## config.mk

```make
export PLATFORM = sky130hd
export DESIGN_NAME = multiplexer
export DESIGN_NICKNAME = d
export VERILOG_FILES = /design/src/rtl/multiplexer.sv
export SDC_FILE = /design/constraint.sdc
export NUM_CORES = 1
export LEC_CHECK = 0
export ABC_AREA = 1
export CELL_PAD_IN_SITES_DETAIL_PLACEMENT = 1
export CELL_PAD_IN_SITES_GLOBAL_PLACEMENT = 1
export CORE_MARGIN = 2
export CORE_UTILIZATION = 19
export DETAILED_ROUTE_END_ITERATION = 10
export PLACE_DENSITY = 0.83
export SYNTH_ARGS = -nofsm -noshare
export SYNTH_HDL_FRONTEND = slang
export SYNTH_SLANG_ARGS = --single-unit
```

## constraint.sdc

```tcl
create_clock -name clk -period 0.8 [get_ports clk]
set_input_delay 0.24 -clock clk [delete_from_list [all_inputs] [get_ports clk]]
set_output_delay 0.24 -clock clk [all_outputs]
set_load 0.005 [all_outputs]
```

## src/rtl/multiplexer.sv

```systemverilog
// multiplexer: registered bus source selector for the core datapath.
// Routes one of nine register/memory sources onto busOut, one cycle after
// the select is sampled. Optional build macro MULTIPLEXER_HOLD_ON_IDLE_EN
// makes idle/unused select codes hold busOut instead of clearing it.

package details;

  // Control-unit select codes; 10..15 are unused and behave like idle.
  typedef enum logic [3:0] {
    DMem_sel = 4'd0,
    R_sel    = 4'd1,
    IR_sel   = 4'd2,
    RL_sel   = 4'd3,
    RC_sel   = 4'd4,
    RP_sel   = 4'd5,
    RQ_sel   = 4'd6,
    R1_sel   = 4'd7,
    AC_sel   = 4'd8,
    idle     = 4'd9
  } bus_in_sel_t;

endpackage : details

module multiplexer #(
  parameter int WIDTH    = 12,
  parameter int IR_WIDTH = 8
) (
  input  logic                 clk,
  input  logic                 rst,
  input  details::bus_in_sel_t selectIn,
  input  logic [WIDTH-1:0]     DMem,
  input  logic [WIDTH-1:0]     R,
  input  logic [IR_WIDTH-1:0]  IR,
  input  logic [WIDTH-1:0]     RL,
  input  logic [WIDTH-1:0]     RC,
  input  logic [WIDTH-1:0]     RP,
  input  logic [WIDTH-1:0]     RQ,
  input  logic [WIDTH-1:0]     R1,
  input  logic [WIDTH-1:0]     AC,
  output logic [WIDTH-1:0]     busOut
);

  import details::*;

  logic [WIDTH-1:0] bus_q;
  logic [WIDTH-1:0] bus_d;
  logic [WIDTH-1:0] ir_ext;

  // Zero-extend the instruction register to the bus width.
  always_comb begin
    ir_ext                 = '0;
    ir_ext[IR_WIDTH-1:0]   = IR;
  end

  // Next-value mux: pick the addressed source, or the idle value.
  always_comb begin
    // NOTE: every output of a combinational block gets a default first, so
    // no path through the case can leave it unassigned and infer a latch.
`ifdef MULTIPLEXER_HOLD_ON_IDLE_EN
    bus_d = bus_q;
`else
    bus_d = '0;
`endif
    // An X/Z select matches no item and falls to the idle default.
    case (selectIn)
      DMem_sel: bus_d = DMem;
      R_sel:    bus_d = R;
      IR_sel:   bus_d = ir_ext;
      RL_sel:   bus_d = RL;
      RC_sel:   bus_d = RC;
      RP_sel:   bus_d = RP;
      RQ_sel:   bus_d = RQ;
      R1_sel:   bus_d = R1;
      AC_sel:   bus_d = AC;
      default:  ; // idle and unused codes keep the default above
    endcase
  end

  // Output register, cleared asynchronously by reset.
  always_ff @(posedge clk or posedge rst) begin
    // NOTE: sequential state uses non-blocking assignment so every register
    // samples pre-edge values regardless of block evaluation order.
    if (rst) begin
      bus_q <= '0;
    end else begin
      bus_q <= bus_d;
    end
  end

  assign busOut = bus_q;

endmodule : multiplexer

```

==> qor.yml <==
run_status:
  outcome: "complete, but fails checks"
  violations: "negative setup slack"
detailed_routing:
  vias: 2381
  avgRoutedWirePerCell_microns: 20.73
  drt-pass1-iter-count: 4
  drcViolationCount: 0
  ant_nets: 0
  wirelength_mm: 9.928
  drt_iter0_markers: 105
  routed_via_density: 4.971
power_and_ir_drop:
  switchingPower_mw: 1.005
  leakagePower_nw: 1.593
  p_clk_share_pct: 23.8
  p_per_area_nw_per_um2: 831.6
  p_sw_share_pct: 32.80
  p_comb_share_pct: 53.5
  vdd_ir_drop_max_mv: 0.3629
  power_frac_seq_pct: 22.7
  power.internal_mw: 2.059
timing:
  setup_tns_ns: -5.364
  post-route-period-util_pct: 141.6
  timing.final.ws_setup_ns: -0.3331
  worst_pin_slew_ns: 0.4940
  timing_max_transition_violations_final: 0
  hold_viol: 0
  max_freq_mhz: 882.6
  rsz0062_at_grt: "yes"
  slew_headroom_pct: 66.99
  finalCriticalPeriod_ns: 1.133
  setup_viol: 24
yosys:
  yosysSeqAreaShare_pct: 22.45
  synth_simple_gate_area_share_pct: 66.79
  yosysWarnings: 0
  synth-adder-area-share_pct: 0
  syn_avg_cell_area_sq_um: 5.668
  synth_top_family_by_area: "simple AND/OR/NAND/NOR gates"
  syn-num-nets: 346
  synth_xor_area_share_pct: 0
  synth.area.mux_share_pct: 0
  syn_area_sq_um: 1338
  yosysUniqueCellTypes: 13
  postSynth.asyncResetShare_pct: 100.0
  ys.flop_type: "dfrtp_1"
  netlist_top_cells_count: "nand3_1 (103), nand2_1 (60), nor2_1 (28)"
  netlist.area_leader.share_pct: 38.54
  yosys.area.top_type: "nand3_1"
  synth-edff-count: 0
  synth.area.top_cells: "nand3_1 (39%), dfrtp_1 (22%), nand2_1 (17%)"
  synth_compound_area_share_pct: 0
  synth_most_common_cell: "nand3_1"
  netlist_instances: 236
  ys_seq_elements: 12
setup_path:
  slowest_stage: "clkbuf_16"
  critPathKind: "input pin to flip-flop"
  cp_max_fo: 8
  startpoint: "selectIn[2]"
  max_stage_delay_ns: 0.17
  cp-start-kind: "input pin"
  arrival_ns: 1.26
  crit_path_frequent_cell: "buf_12"
  crit_path_cell_trace: "buf_12 > buf_12 > inv_12 > nor2_4 > buf_12 > clkbuf_16 > nand3_2 > nand2_1 > nor2_1 > nand2_1"
  cp.required_ns: 0.93
  end_kind: "flip-flop"
clocking:
  clock_sinks: 12
  cts_tree: "built"
  cts_hold_buf: 0
  clk_path_buf_depth: 2
  ctsRootBufferMaster: "clkbuf_8"
  numCtsBuffers: 3
  path_clk_slew_ns: 0.07
  cts_max_level: 1
global_route:
  grt_overflow: 0
  grt_pass1_wl_mm: 13.08
  antenna_found_initial: 0
  gr-usage-all-layers_pct: 22.25
  grt_pass1_vias: 2544
  grt_max_degree: 19
flow_run:
  maxCapViolations: 0
place:
  io_buffers: 121
  numPlacedInstances: 454
  gp_congestion: 0.8020
  dp_hpwl_mm: 5.651
floorplan:
  die-area_sq_um: 7726
  die_height_microns: 87.90
  fp.dieW_microns: 87.90
  start_util_pct: 19.69
  io_pins: 122
  std_cell_rows: 30
  coreArea_sq_um: 6794
layout:
  drive_gt1_share_pct: 39.69
  n_antenna_cell: 0
  nets: 494
  largest_reg_flops: 12
  syn2layout_area_growth_pct: 175.5
  post-route-util_pct: 54.24
  instances_no_fill: 479
worst_hold_path:
  hp-class: "input pin to async pin"
==> worst max-delay path by stage <==
stage	cells past startpoint	to	slack, ns
after floorplan	7	busOut[7]	-0.12
after global placement	6	busOut[2]	-1.07
after detailed placement	7	busOut[3]	-1.16
after CTS	11	busOut[7]	-0.26
after global routing	10	busOut[10]	-0.37
final	10	busOut[10]	-0.33
==> cell usage in the layout, fill, tap and decap left out, types with 11 or more instances in the layout <==
| cell type | n |
|---|---|
| buf_12 | 11 |
| buf_2 | 13 |
| buf_4 | 11 |
| clkdlybuf4s50_1 | 105 |
| dfrtp_1 | 12 |
| nand2_1 | 38 |
| nand2_2 | 18 |
| nand3_1 | 58 |
| nand3_2 | 37 |
| nor2_1 | 11 |
| nor2_4 | 14 |
==> through the flow <==
step           setup WS [ns]  total power [mW]  hold slack, ns  cell area (sq um)
2_1_floorplan        -0.1170             1.051          0.1047               1445
3_3_place_gp          -1.073             1.920          0.5653               2874
3_5_place_dp          -1.162             1.942          0.5630               2874
4_1_cts              -0.2596             2.793          0.3051               3198
5_1_grt              -0.3651             3.157          0.3219               3685
6_report             -0.3331             3.064          0.2925               3685
==> critical path: cells and delay by family <==
family                 cells  cell delay (ns)
and+or+nand+nor            5             0.41
buffers and inverters      5             0.60
==> layout make-up <==
cell class	instances	area, sq um
sequential	12	300.3
fill	799	3109
multi-input combinational	199	1369
timing repair buffer	159	1789
inverter	9	51.30
tap	96	120.1
clock buffer	4	55.05
==> cell families (layout without fill, tap and decap cells) <==
logic type,Yosys count,count (layout)
buffers and inverters,27,172
DFF,12,12
and+or+nand+nor,197,199
==> repair_timing <==
action / 4_1_cts / 5_1_grt
pin swaps: 31 / 59
resized for setup: 113 / 75
setup buffers: 5 / 6
endpoints found under the setup margin: 24 / 24
cloned: 8 / 4
==> per-layer routing <==
metal	track usage [%]	wire, microns	vias up
met5	0	0	-
met4	8.671	325	0
met3	2.356	478	27
met2	39.33	5182	99
met1	27.59	3942	1162
li1	-	-	1093
==> power by group through the flow <==
stage	registers [mW]	clock network, mW	logic, mW
after floorplan	0.709	0	0.341
after global placement	0.704	0	1.22
after detailed placement	0.708	0	1.23
after CTS	0.693	0.713	1.39
after global routing	0.699	0.741	1.72
final	0.695	0.729	1.64
Note: power is estimated with default switching activity, not from simulation.
